**src/rtl/seven_seg_pkg.sv**
```systemverilog
// Shared types and constants for the seven-segment scan driver.
// Holds the scan state encoding, segment bit order and hex glyph table.
package seven_seg_pkg;

  typedef enum logic {
    GAP  = 1'b0,
    SHOW = 1'b1
  } scan_state_t;

  // Segment vectors are {g,f,e,d,c,b,a}: a is bit 0, g is bit 6.
  localparam int SEG_A = 0;
  localparam int SEG_G = 6;

  // Active-high glyphs, indexed by nibble (entry 15 listed first).
  localparam logic [15:0][6:0] HEX_SEG = {
    7'h71, 7'h79, 7'h5E, 7'h39,
    7'h7C, 7'h77, 7'h6F, 7'h7F,
    7'h07, 7'h7D, 7'h6D, 7'h66,
    7'h4F, 7'h5B, 7'h06, 7'h3F
  };

endpackage

```
**src/rtl/seven_segment_hex_decoder.sv**
```systemverilog
// Hex nibble to active-high {g..a} segment decoder.
// Ports: nibble (4b in), blank (forces all off), seg (7b out).
module seven_segment_hex_decoder
  import seven_seg_pkg::*;
(
  input  logic             [3:0] nibble,
  input  logic                   blank,
  output logic [SEG_G:SEG_A]     seg
);

  always_comb begin
    seg = HEX_SEG[nibble];
    if (blank) seg = '0;
  end

endmodule

```
**src/rtl/seven_segment_scan_driver.sv**
```systemverilog
// Time-multiplexed common-anode seven-segment scan driver.
// Ports: clk, reset (sync, active-high), tick, enable, value_in/dp_in/
// value_valid/value_ready handshake, anode, segment, dp, frame_done.
// Option: SEVEN_SEG_LEADING_ZERO_BLANK_EN blanks leading zero digits.
module seven_segment_scan_driver
  import seven_seg_pkg::*;
#(
  parameter int NUM_DIGITS   = 4,
  parameter int BLANK_CYCLES = 16,
  parameter int ACTIVE_LOW   = 1
) (
  input  logic                    clk,
  input  logic                    reset,
  input  logic                    tick,
  input  logic                    enable,
  input  logic [4*NUM_DIGITS-1:0] value_in,
  input  logic [NUM_DIGITS-1:0]   dp_in,
  input  logic                    value_valid,
  output logic                    value_ready,
  output logic [NUM_DIGITS-1:0]   anode,
  output logic [6:0]              segment,
  output logic                    dp,
  output logic                    frame_done
);

  localparam int GAP_LEN = (BLANK_CYCLES < 1) ? 1 : BLANK_CYCLES;
  localparam int CW = $clog2(GAP_LEN + 1);
  localparam int IW = (NUM_DIGITS > 1) ? $clog2(NUM_DIGITS) : 1;
  localparam logic [IW-1:0] LAST = IW'(NUM_DIGITS - 1);
  localparam logic [CW-1:0] GAP_END = CW'(GAP_LEN - 1);
  localparam logic INV = (ACTIVE_LOW != 0);

  scan_state_t state, state_d;
  logic [CW-1:0] gap_cnt, gap_cnt_d;
  logic [IW-1:0] idx, idx_d;
  logic wrap;

  logic tick_q;
  logic tick_rise;

  logic pending_full;
  logic [4*NUM_DIGITS-1:0] pend_val, disp_val;
  logic [NUM_DIGITS-1:0] pend_dp, disp_dp;
  logic xfer;

  logic [3:0] nib;
  logic blank;
  logic [6:0] seg_dec;
  logic [NUM_DIGITS-1:0] sel;

  logic [NUM_DIGITS-1:0] an_r;
  logic [6:0] seg_r;
  logic dp_r;

  assign tick_rise = tick & ~tick_q;

  always_ff @(posedge clk) begin
    if (reset) tick_q <= 1'b0;
    else tick_q <= tick;
  end

  always_ff @(posedge clk) begin
    if (reset) begin
      state   <= GAP;
      gap_cnt <= '0;
      idx     <= LAST;
    end else begin
      state   <= state_d;
      gap_cnt <= gap_cnt_d;
      idx     <= idx_d;
    end
  end

  // Disable simply freezes the scan; ticks seen meanwhile are dropped.
  always_comb begin
    state_d   = state;
    gap_cnt_d = gap_cnt;
    idx_d     = idx;
    wrap      = 1'b0;
    if (enable) begin
      case (state)
        GAP: begin
          if (gap_cnt == GAP_END) begin
            state_d   = SHOW;
            gap_cnt_d = '0;
            if (idx == LAST) begin
              idx_d = '0;
              wrap  = 1'b1;
            end else begin
              idx_d = idx + 1'b1;
            end
          end else begin
            gap_cnt_d = gap_cnt + 1'b1;
          end
        end
        SHOW: begin
          if (tick_rise) begin
            state_d   = GAP;
            gap_cnt_d = '0;
          end
        end
        default: state_d = GAP;
      endcase
    end
  end

  // Capture and commit never coincide: capture needs an empty slot,
  // commit needs a full one.
  assign value_ready = ~pending_full;
  assign xfer = value_valid & ~pending_full;

  always_ff @(posedge clk) begin
    if (reset) begin
      pending_full <= 1'b0;
      pend_val     <= '0;
      pend_dp      <= '0;
      disp_val     <= '0;
      disp_dp      <= '0;
    end else if (xfer) begin
      pending_full <= 1'b1;
      pend_val     <= value_in;
      pend_dp      <= dp_in;
    end else if (wrap && pending_full) begin
      pending_full <= 1'b0;
      disp_val     <= pend_val;
      disp_dp      <= pend_dp;
    end
  end

  assign nib = disp_val[{idx, 2'b00} +: 4];
  assign sel = NUM_DIGITS'(1) << idx;

`ifdef SEVEN_SEG_LEADING_ZERO_BLANK_EN
  logic [IW-1:0] msd;

  always_comb begin
    msd = '0;
    for (int i = 1; i < NUM_DIGITS; i++) begin
      if (disp_val[4*i +: 4] != 4'h0) msd = IW'(i);
    end
  end

  assign blank = (idx > msd);
`else
  assign blank = 1'b0;
`endif

  seven_segment_hex_decoder u_dec (
    .nibble (nib),
    .blank  (blank),
    .seg    (seg_dec)
  );

  always_ff @(posedge clk) begin
    if (reset) begin
      an_r       <= '0;
      seg_r      <= '0;
      dp_r       <= 1'b0;
      frame_done <= 1'b0;
    end else begin
      frame_done <= wrap;
      if (enable && state == SHOW) begin
        an_r  <= sel;
        seg_r <= seg_dec;
        dp_r  <= disp_dp[idx];
      end else begin
        an_r  <= '0;
        seg_r <= '0;
        dp_r  <= 1'b0;
      end
    end
  end

  assign anode   = INV ? ~an_r : an_r;
  assign segment = INV ? ~seg_r : seg_r;
  assign dp      = INV ? ~dp_r : dp_r;

endmodule

```
**config.mk**
```make
export PLATFORM = sky130hd
export DESIGN_NAME = seven_segment_scan_driver
export DESIGN_NICKNAME = d
export VERILOG_FILES = /design/src/rtl/seven_seg_pkg.sv /design/src/rtl/seven_segment_hex_decoder.sv /design/src/rtl/seven_segment_scan_driver.sv
export SDC_FILE = /design/constraint.sdc
export NUM_CORES = 1
export LEC_CHECK = 0
export ABC_AREA = 0
export BUFFER_PORTS_ARGS = -buffer_cell sky130_fd_sc_hd__buf_2
export CORE_AREA = 8 8 103 105
export CTS_CLUSTER_DIAMETER = 30
export DETAILED_ROUTE_END_ITERATION = 8
export DIE_AREA = 0 0 111 113
export PLACE_DENSITY = 0.51
export SYNTH_ARGS = -nofsm -noshare
export SYNTH_HDL_FRONTEND = slang
export SYNTH_SLANG_ARGS = --single-unit
export TNS_END_PERCENT = 1
```
**constraint.sdc**
```tcl
create_clock -name clk -period 2 [get_ports clk]
set_input_delay 0 -clock clk [delete_from_list [all_inputs] [get_ports clk]]
set_output_delay 0 -clock clk [all_outputs]
set_load 0.1 [all_outputs]
```
**Word level (Yosys, flattened, before mapping)**

Memories as Yosys holds them, arrays and structs flattened. A register that Yosys moved wholly into a read port is not among the register bits.
Index checks and enable logic that the tools add are counted.

- Word-level logic and storage cells: 53
- Memories kept: 1
- Output and inout bits: 14
- ROM bits: 112
- Bits in registers: 56
- Input bits: 25

Memory list:

| name | depth | width | rd ports | clocked after Yosys merged registers in | write ports | line | text |
|---|---|---|---|---|---|---|---|
| (name not given) | 16 | 7 | 1 | 1 | 0 | seven_segment_hex_decoder.sv:12 | `seg = HEX_SEG[nibble];` |

- Bitwise gates (word level): 10
- $add $sub $neg: 2
- Reduce and logical (&&, ||, !) cells: 7
- Equal/unequal tests: 3
- Shift operators: 2
- Order comparisons: 1
- Multiplexer cells: 15

Operators with widths:

| operator | number |
|---|---|
| $shiftx A16 B5 Y4 | 1 |
| $mux W5 | 2 |
| $pmux W5 S2 | 1 |
| $mux W1 | 9 |
| $not A7 Y7 | 1 |
| $not A1 Y1 | 6 |
| $add A5 B1 Y5 const B | 1 |
| $eq A5 B4 Y1 const B | 1 |
| $not A4 Y4 | 1 |
| $reduce_and A2 Y1 | 2 |
| $shl A1 B2 Y4 const A | 1 |
| $lt A2 B3 Y1 const B | 1 |
| $reduce_and A3 Y1 | 1 |
| $add A2 B1 Y2 const B | 1 |
| $and A1 B1 Y1 | 2 |
| $bmux W1 S2 | 1 |
| $eq A2 B2 Y1 const B | 1 |
| $logic_and A1 B1 Y1 | 2 |
| $mux W2 | 1 |
| $ne A2 B1 Y1 const B | 1 |
| $pmux W1 S2 | 1 |
| $reduce_bool A2 Y1 | 1 |
| $reduce_or A2 Y1 | 1 |

**Depth between registers and ports, before layout**

Gate-level depths: netlist of run 1.

- Word-level depth: 8
- Depth in mapped cells: 7
- Gate-level depth less buffers: 6

**By module**

Synthesis of run 1 repeated with hierarchy kept, for this count alone.

- Cells, all modules: 312
- Area total of the unflattened synthesis: 2,670.1 sq um

By module, submodules not included:

| module | cells an instance | times used | area each (sq um) | sequential area each (sq um) |
|---|---|---|---|---|
| seven_segment_scan_driver | 279 | 1 | 2,378.5 | 1,261.2 |
| seven_segment_hex_decoder | 33 | 1 | 291.5 | 0.0 |

**Worst setup path after synthesis of run 1**

No wires, ideal clock.

- Path kind: register to register
- From: reg idx[0]
- To: reg seg_r[3]
- Path slack: 177 ps
- Cell stages (with the launch flop): 8
- Setup time: 136 ps
- Clock period less this slack: 1,823 ps
- Arrival time: 1,687 ps
- Path buffers: 1
- Required time: 1,864 ps
- Cells stage by stage: dfxtp_1 buf_6 mux4_2 inv_1 ha_1 inv_1 o2111ai_1 o31ai_1

- Longest elaborated chain between the ends: 1

RTL lines:

| what | line | text |
|---|---|---|
| start: declaration | seven_segment_scan_driver.sv:35 | `logic [IW-1:0] idx, idx_d;` |
| start signal: assignment | seven_segment_scan_driver.sv:70 | `idx <= idx_d;` |
| $shiftx A16 B5 Y4 | seven_segment_scan_driver.sv:130 | `assign nib = disp_val[{idx, 2'b00} +: 4];` |
| end: declaration | seven_segment_scan_driver.sv:52 | `logic [6:0] seg_r;` |

Every way passes these cells.
A chain may end at the register's enable or synchronous reset.

**Worst setup path after layout of run 1**

- From: reg idx[0]
- To: reg seg_r[0]

Same word-level chain as after synthesis.

==> results of run 1 <==
-- registers in the layout (all words and copies together), names as in the netlist, 2 cells and up --
signal    flops
seg_r         7
disp_dp       4
gap_cnt       5
an_r          4
disp_val     16
idx           2
pend_val     16
pend_dp       4
-- placed cells by master (no fill, tap or decap), drive strengths merged --
cell type,n
dfxtp,63
nand2,47
buf,44
nor2,36
a21oi,27
dlygate4sd3,23
inv,21
mux2i,21
clkbuf,11
ha,9
nor2b,8
mux4,5
nor3,5
a221oi,5
clkinvlp,3
o21ai,3
nand3b,2
nand2b,2
a22oi,2
nand3,2
a211o,2
o2111ai,1
o31ai,1
and2,1
and4b,1
nand4,1
and2b,1
o41ai,1
nor3b,1
and3,1
o21a,1
a211oi,1
bufinv,1
clkinv,1
-- metrics by stage --
step                      instances  instance area, um2  total power, mW  hold WS [ns]  utilization
final                           465                3360             2.56        0.0309        0.374
after global routing            465                3360             2.68        0.0600        0.374
after CTS                       465                3360             2.59        0.0171        0.374
after detailed placement        426                2930             1.45         0.229        0.327
after global placement          426                2930             1.45         0.221        0.327
after floorplan                 287                2640             1.40         0.128            -
-- critical path, cell delays in order (launching register included) --
cell	delay (ns)
dfxtp_2	0.41
mux4_2	0.58
inv_1	0.18
ha_1	0.22
nor2_1	0.06
a22oi_1	0.19
o41ai_1	0.09
-- logic make-up (layout without fill, tap and decap cells) --
family / Yosys count / after routing / synth area share
buffers and inverters: 37 / 104 / 0.0598
and+or+nand+nor: 108 / 108 / 0.183
muxes: 26 / 26 / 0.122
adders and majority gates: 9 / 9 / 0.0427
DFF: 63 / 63 / 0.478
AOI/OAI and AO/OA: 44 / 44 / 0.113
-- layer usage --
| layer | up-vias | GRT usage | wire length (um) |
|---|---|---|---|
| li1 | 1079 | - | - |
| met1 | 931 | 0.111 | 2780 |
| met2 | 38 | 0.136 | 2370 |
| met3 | 8 | 0.0275 | 260 |
| met4 | 0 | 0.0541 | 100 |
| met5 | - | 0 | 0 |
-- power breakdown --
part	total, mW	switching, mW	internal [mW]
sequential	1.30	0.0173	1.28
combinational	0.155	0.0802	0.0745
clock	1.10	0.494	0.607
-- area by class of cell --
class | instances | area, um2
clock buffers | 11 | 141
clock inverters | 5 | 57.6
fillers | 940 | 5620
inverters | 21 | 78.8
multi-input cells | 187 | 1220
flip-flops and latches | 63 | 1260
well taps | 111 | 139
repair buffers | 67 | 465
-- path summary, 6_finish.rpt --
path	from	to	cells past startpoint
setup reg to reg	idx[0]	seg_r[0]	6
hold reg to reg	pend_val[4]	pend_val[4]	2
hold / removal	enable	state	4
setup / recovery	idx[0]	seg_r[0]	6
-- repair_timing --
action / in CTS / in global routing
gates resized for setup: 0 / 1
setup endpoints to repair: 0 / 6
hold buffers: 23 / 0
hold endpoints to repair: 24 / 0
==> summary.txt, run 1 <==
Die W = 111 um
Synth Cell Area = 2640 um2
Max Fclk = 535 MHz
Final min period = 1.87 ns
clk_lat worst skew = 0.33 ns
EDFF count, synth = 0
share of cells above drive strength 1 = 0.212
Area contributors post-synth = dfxtp_1 48%, mux2i_1 8.0%, nand2_1 6.5%
htree depth = 3
setup bufs post-CTS = 0
Via Count = 2056
vias in the first global route = 2048
DPL Wire Length = 3800 um
drt first-iter violations = 84
pin count of the biggest net entering global routing = 52
I/O pins = 39
Avg WL per Cell = 11.8 um
Die Area = 12500 um2
Crit Path Class = register to register
Hold Vio Cnt, Final = 0
initial antenna violation count = 0
Max clock buf depth = 2
fin crit share = 0.934
Synth cell types = 35
Post-Place Setup Slack = 0.0446 ns
Pleak = 1.45 nW
GRT overflow = 0
Chip Height = 113 um
Max Cap Viol = 0
flops & latches, synth = 63
# nets final = 383
Clock Sinks = 63
initial core utilization = 0.294
Worst Path Max Fanout = 5
Core ar. = 8980 um2
Top FF cell, synth = dfxtp_1
CTS tree = built
Async S/R FF share, synth = 0
Avg Cell Area, Syn = 9.19 um2
Num CTS Buffers = 9
clk slew on worst S/H paths = 0.07 ns
post-route ant nets = 0
FP Rows = 35
share of the synthesized area in the top cell type = 0.478
Max-slew headroom = 0.571
routability cong. = 0.819
Crit. End Element = register
clk root buf = clkbuf_8
Worst Slack Setup Final = 0.131 ns
FF-to-FF setup slack = 0.13 ns
outcome = complete, no violations
Final TNS setup = 0 ns
# setup viols final = 0
# DRC = 0
Detailed Routing Iterations Pass 1 = 4
most frequent cells after synthesis = 63 x dfxtp_1, 46 x nand2_1, 34 x nor2_1
Post-Synthesis Cells = 287
vias per cell = 4.42
sequential-to-total area share from yosys stat = 0.478
worst min path class = input port to register
unrepaired setup endpoints after global routing = false
Overall Global Routing Usage = 0.0903
first-pass GRT wire length = 9500 um
most common cell in the netlist = dfxtp_1
post-synthesis net count = 321
Startpoint Class = register
worst slew pin tran = 0.643 ns
Synthesis Warnings = 0
maximum VDD drop = 245 uV
Clock Skew = 0.00605 ns
Power Density = 760 nW/um2
ANT cells = 0
top cell type by total area after synthesis = dfxtp_1
Slew Viols, Final = 0
layout overhead on the synthesized area = 27.5%
Port Buf Inserts = 38
Worst EP arrival = 2.07 ns
DRT Wirelength = 5510 um
Critical Path RT = 2.20 ns
Note: power is estimated with default switching activity, not from simulation.
==> run 2: changes to the inputs <==
- CTS_CLUSTER_SIZE: default -> 16
- PLACE_DENSITY: 0.51 -> 0.52
- clock period: 2 -> 1.7 ns (I/O delays scaled with it)
==> summary.txt, run 2 (synthesis results as in run 1) <==
CTS tree = built
Critical Path RT = 1.92 ns (-0.28 ns)
Hold Path Origin = enable
Overall Global Routing Usage = 0.0955 (+0.00519)
Worst Path Max Fanout = 5 (unchanged)
Num CTS Buffers = 9 (unchanged)
Port Buf Inserts = 38 (unchanged)
Via Count = 2103 (+2.3%)
clk root buf = clkbuf_8
number of placed cells counting well taps = 435 (+2.1%)
Final TNS setup = -0.0405 ns (-0.0405 ns)
htree depth = 3 (unchanged)
Power Density = 846 nW/um2 (+11%)
ANT cells = 0 (unchanged)
Avg WL per Cell = 12.0 um (+1.4%)
Clock Sinks = 63 (unchanged)
pin count of the biggest net entering global routing = 52 (unchanged)
Startpoint Class = register
Die Area = 12500 um2 (unchanged)
# nets final = 395 (+3.1%)
DRT Wirelength = 5730 um (+4.0%)
vias per cell = 4.41 (-0.29%)
Die W = 111 um (unchanged)
Hold Vio Cnt, Final = 0 (unchanged)
instance count on the critical path = 6 (unchanged)
outcome = finished, violations left
clk_lat worst skew = 0.33 ns (about the same)
fin crit share = 1.01 (+0.0743)
failing checks = negative setup slack
fin util = 0.401 (+0.0263)
Detailed Routing Iterations Pass 1 = 4 (unchanged)
Pleak = 1.54 nW (+6.0%)
Clock Skew = 0.00520 ns (-0.000855 ns)
Pwr Total = 3.05 mW (+19%)
Register Area = 1270 um2 (+0.40%)
crit-path max cell delay = 0.63 ns (+0.05 ns)
initial core utilization = 0.294 (unchanged)
Slowest cell on crit path = mux4_2
crit-path cells = mux4_2 > clkinv_4 > ha_4 > nor2_4 > a22oi_2 > o41ai_1
Max-slew headroom = 0.650 (+0.0794)
Chip Height = 113 um (unchanged)
reg2reg start = idx[0]
Finished Layout Cells = 477 (+2.6%)
worst min path class = input port to register
unrepaired setup endpoints after global routing = true
hold path depth = 4 (unchanged)
GRT overflow = 0 (unchanged)
I/O pins = 39 (unchanged)
Max Cap Viol = 0 (unchanged)
clk slew on worst S/H paths = 0.07 ns (about the same)
commonest non-fill, non-tap cell in the layout = dfxtp_1
Slew Viols, Final = 0 (unchanged)
FP Rows = 35 (unchanged)
post-route ant nets = 0 (unchanged)
worst slew pin tran = 0.525 ns (-0.118 ns)
Crit Path Class = register to register
# DRC = 0 (unchanged)
layout overhead on the synthesized area = 36.5%
Worst EP arrival = 1.93 ns (-0.14 ns)
Filler cells = 906 (-3.6%)
first-pass GRT wire length = 9980 um (+5.0%)
Final min period = 1.71 ns (-0.154 ns)
drt first-iter violations = 87 (+3.6%)
DPL Wire Length = 3950 um (+3.9%)
area of the multi-input gates = 1330 um2 (+9.0%)
top flop regs = disp_val (16), pend_val (16), seg_r (7)
Worst R2R Path Depth = 6 (unchanged)
most frequent cells in the layout = 60 x dfxtp_1, 46 x nand2_1, 38 x buf_2
share of cells above drive strength 1 = 0.284 (+0.0723)
routability cong. = 0.780 (-4.8%)
Max clock buf depth = 2 (unchanged)
Worst Slack Setup Final = -0.0146 ns (-0.146 ns)
Worst Setup SP = idx[0]
# setup viols final = 4 (+4)
initial antenna violation count = 0 (unchanged)
maximum VDD drop = 279 uV (+14%)
Crit. End Element = register
Core ar. = 8980 um2 (unchanged)
delay-heaviest family, CP = multiplexers
Max Fclk = 583 MHz (+9.0%)
CP Buf/Inv Count = 1 (unchanged)
vias in the first global route = 2142 (+4.6%)
Post-Place Setup Slack = -0.0495 ns (-0.0941 ns)
-- run 2: cell types whose count changed in the layout (fill, tap and decap cells not counted), sizes merged --
cell / previous run / this run
buf: 44 / 56
clkinv: 1 / 5
clkinvlp: 3 / 1
inv: 21 / 19
-- run 2: path summary, 6_finish.rpt --
check	end	slack, ns
min reg2reg	pend_val[15]	0.46
min	state	0.03
max reg2reg	seg_r[0]	-0.01
max	seg_r[0]	-0.01
-- run 2: timing repair --
| action | 4_1_cts | 5_1_grt |
|---|---|---|
| hold buffers | 23 | 0 |
| setup buffers | 2 | 1 |
| hold endpoints to repair | 24 | 0 |
| endpoints found under the setup margin | 7 | 11 |
| pin swaps | 3 | 7 |
| resized for setup | 7 | 11 |
-- run 2: power by group --
part | internal, mW | switching [mW]
logic | 0.0897 | 0.0943
registers | 1.51 | 0.0201
clock network | 0.754 | 0.579
total | 2.35 | 0.693
-- run 2: per-layer routing --
layer	track usage	share of wire	vias up
met4	0.0514	0.017	0
met3	0.0307	0.049	7
li1	-	-	1107
met1	0.116	0.48	951
met5	0	0	-
met2	0.147	0.46	38
-- run 2: metrics by stage --
stage | hold WS (ns) | area (um2)
floorplan | 0.128 | 2680
global placement | 0.220 | 3060
detailed placement | 0.234 | 3060
CTS | 0.0197 | 3550
global route | 0.0582 | 3600
finish | 0.0328 | 3600
-- run 2: layout make-up --
| cell class | count | area share |
|---|---|---|
| clock buffers | 11 | 0.0421 |
| clock inverters | 5 | 0.0156 |
| inverters | 21 | 0.0247 |
| multi-input cells | 187 | 0.369 |
| flip-flops and latches | 63 | 0.352 |
| well taps | 111 | 0.0386 |
| repair buffers | 79 | 0.158 |
-- run 2: tightest hold or removal path: cells and delay by family --
family | cells | cell delay, ns
buffers and inverters | 1 | 0.14
and+or+nand+nor | 2 | 0.13
AOI/OAI and AO/OA | 1 | 0.06
==> run 3: changes to the inputs <==
--- a/config.mk
+++ b/config.mk
@@ -9,3 +9,3 @@
 export BUFFER_PORTS_ARGS = -buffer_cell sky130_fd_sc_hd__buf_2
-export CORE_AREA = 8 8 103 105
+export CORE_AREA = 8 8 80 136
 export CTS_CLUSTER_DIAMETER = 30
@@ -13,3 +13,3 @@
 export DETAILED_ROUTE_END_ITERATION = 8
-export DIE_AREA = 0 0 111 113
+export DIE_AREA = 0 0 88 144
 export PLACE_DENSITY = 0.52
==> constraint.sdc (replaced) <==
create_clock -name clk -period 1.7 [get_ports clk]
set_input_delay 0.085 -clock clk [delete_from_list [all_inputs] [get_ports clk]]
set_output_delay 0.085 -clock clk [all_outputs]
set_load 0.1 [all_outputs]
==> summary.txt, run 3 (synthesis results as in run 1) <==
Worst R2R Path Depth = 6 (unchanged)
Detailed Routing Iterations Pass 1 = 5 (+1)
fin util = 0.400 (-0.00125)
GRT overflow = 0 (unchanged)
worst min path class = input port to register
first-pass GRT wire length = 9360 um (-6.2%)
worst slew pin tran = 0.496 ns (-0.0285 ns)
Worst Slack Setup Final = -0.00277 ns (+0.0119 ns)
Pwr Total = 3.59 mW (+18%)
Die Area = 12700 um2 (+1.0%)
Pleak = 1.57 nW (+2.4%)
post-route ant nets = 0 (unchanged)
Worst EP arrival = 1.91 ns (-0.02 ns)
uppermost layer routed = met4
Crit. End Element = register
FP Rows = 47 (+34%)
drt first-iter violations = 60 (-31%)
pin count of the biggest net entering global routing = 37 (-29%)
Via Count = 2115 (+0.57%)
M1 WL = 2380 um (-13%)
Worst Path Max Fanout = 5 (unchanged)
vias in the first global route = 2051 (-4.2%)
hold path depth = 3 (-1)
Finished Layout Cells = 485 (+1.7%)
htree depth = 3 (unchanged)
Max Cap Viol = 0 (unchanged)
Max Fclk = 587 MHz (+0.70%)
Slowest cell on crit path = mux4_2
most frequent cells in the layout = 61 x dfxtp_1, 46 x nand2_1, 38 x buf_2
fin crit share = 1.00 (-0.00698)
crit-path max cell delay = 0.61 ns (-0.02 ns)
Hold Vio Cnt, Final = 0 (unchanged)
layout overhead on the synthesized area = 38.2%
clk_lat worst skew = 0.32 ns (about the same)
vias per cell = 4.36 (-1.1%)
failing checks = negative setup slack
Max clock buf depth = 2 (unchanged)
CTS tree = built
Chip Height = 144 um (+27%)
number of placed cells counting well taps = 448 (+3.0%)
Die W = 88 um (-21%)
Filler cells = 920 (+1.5%)
Power Density = 985 nW/um2 (+16%)
Clock Sinks = 63 (unchanged)
DRT Wirelength = 5710 um (-0.42%)
DPL Wire Length = 4190 um (+6.2%)
initial core utilization = 0.289 (-0.00443)
Startpoint Class = register
crit-path cells = mux4_2 > clkinv_4 > ha_4 > nor2_2 > a22oi_2 > o41ai_2
Num CTS Buffers = 9 (unchanged)
Final TNS setup = -0.00277 ns (+0.0377 ns)
commonest non-fill, non-tap cell in the layout = dfxtp_1
initial antenna violation count = 0 (unchanged)
top flop regs = disp_val (16), pend_val (16), seg_r (7)
unrepaired setup endpoints after global routing = true
Avg WL per Cell = 11.8 um (-2.1%)
# DRC = 0 (unchanged)
CP Buf/Inv Count = 1 (unchanged)
instance count on the critical path = 6 (unchanged)
Slew Viols, Final = 0 (unchanged)
Overall Global Routing Usage = 0.0965 (+0.000997)
WL met3 = 274 um (-2.1%)
Clock Skew = 0.00317 ns (-0.00202 ns)
Core ar. = 9110 um2 (+1.5%)
maximum VDD drop = 558 uV (+100%)
Max-slew headroom = 0.671 (+0.0213)
I/O pins = 39 (unchanged)
ANT cells = 0 (unchanged)
delay-heaviest family, CP = multiplexers
Final min period = 1.70 ns (-0.0119 ns)
routability cong. = 0.792 (+1.6%)
clk root buf = clkbuf_16
share of cells above drive strength 1 = 0.281 (-0.00316)
# nets final = 392 (-0.76%)
Post-Place Setup Slack = -0.0392 ns (+0.0103 ns)
outcome = finished, violations left
Port Buf Inserts = 38 (unchanged)
Crit Path Class = register to register
Met2 Wirelength = 2860 um (+9.2%)
# setup viols final = 1 (-3)
Critical Path RT = 1.90 ns (-0.02 ns)
clk slew on worst S/H paths = 0.05 ns (-0.02 ns)
-- run 3: power breakdown --
group | leakage (nW) | switching [mW] | internal, mW | total, mW
clock | 0.151 | 0.601 | 1.28 | 1.88
sequential | 0.512 | 0.0198 | 1.51 | 1.53
combinational | 0.912 | 0.0942 | 0.0848 | 0.179
-- run 3: final timing paths --
path / slack [ns] / to / startpoint
worst max-delay path: -0.003 / seg_r[0] / idx[0]
worst min register to register: 0.46 / pend_val[10] / pend_val[10]
worst min-delay path: 0.01 / pend_dp[2] / dp_in[2]
worst max register to register: -0.003 / seg_r[0] / idx[0]
-- run 3: stage by stage --
| stage | instance area (um2) | hold slack (ns) |
|---|---|---|
| global route | 3640 | 0.0150 |
| floorplan | 2680 | 0.213 |
| CTS | 3580 | 0.00495 |
| finish | 3640 | 0.00957 |
| global placement | 3090 | 0.309 |
| detailed placement | 3090 | 0.321 |
-- run 3: area by class of cell --
| cell class | count | area (um2) | share of cell area |
|---|---|---|---|
| Multi-Input combinational cell | 187 | 1290 | 0.355 |
| Sequential cell | 63 | 1270 | 0.348 |
| Timing Repair Buffer | 76 | 538 | 0.148 |
| Clock buffer | 12 | 236 | 0.0649 |
| Tap cell | 122 | 153 | 0.0419 |
| Inverter | 21 | 86.3 | 0.0237 |
| Clock inverter | 4 | 70.1 | 0.0192 |
-- run 3: layer usage --
| layer | vias to the layer above | global-route usage |
|---|---|---|
| met3 | 16 | 0.0341 |
| li1 | 1102 | - |
| met5 | - | 0 |
| met2 | 44 | 0.163 |
| met4 | 0 | 0.0584 |
| met1 | 953 | 0.0985 |
-- run 3: tightest hold or removal path: stages --
cell and delay (ns):
buf_2 0.09, nand2_1 0.05, a21oi_1 0.05
-- run 3: repair_timing --
action	in CTS	in global routing
endpoints found under the hold margin	17	0
pin swaps	1	5
gates resized for setup	3	10
cloned	0	0
setup buffers	1	3
setup endpoints to repair	7	12
hold buffers	17	0
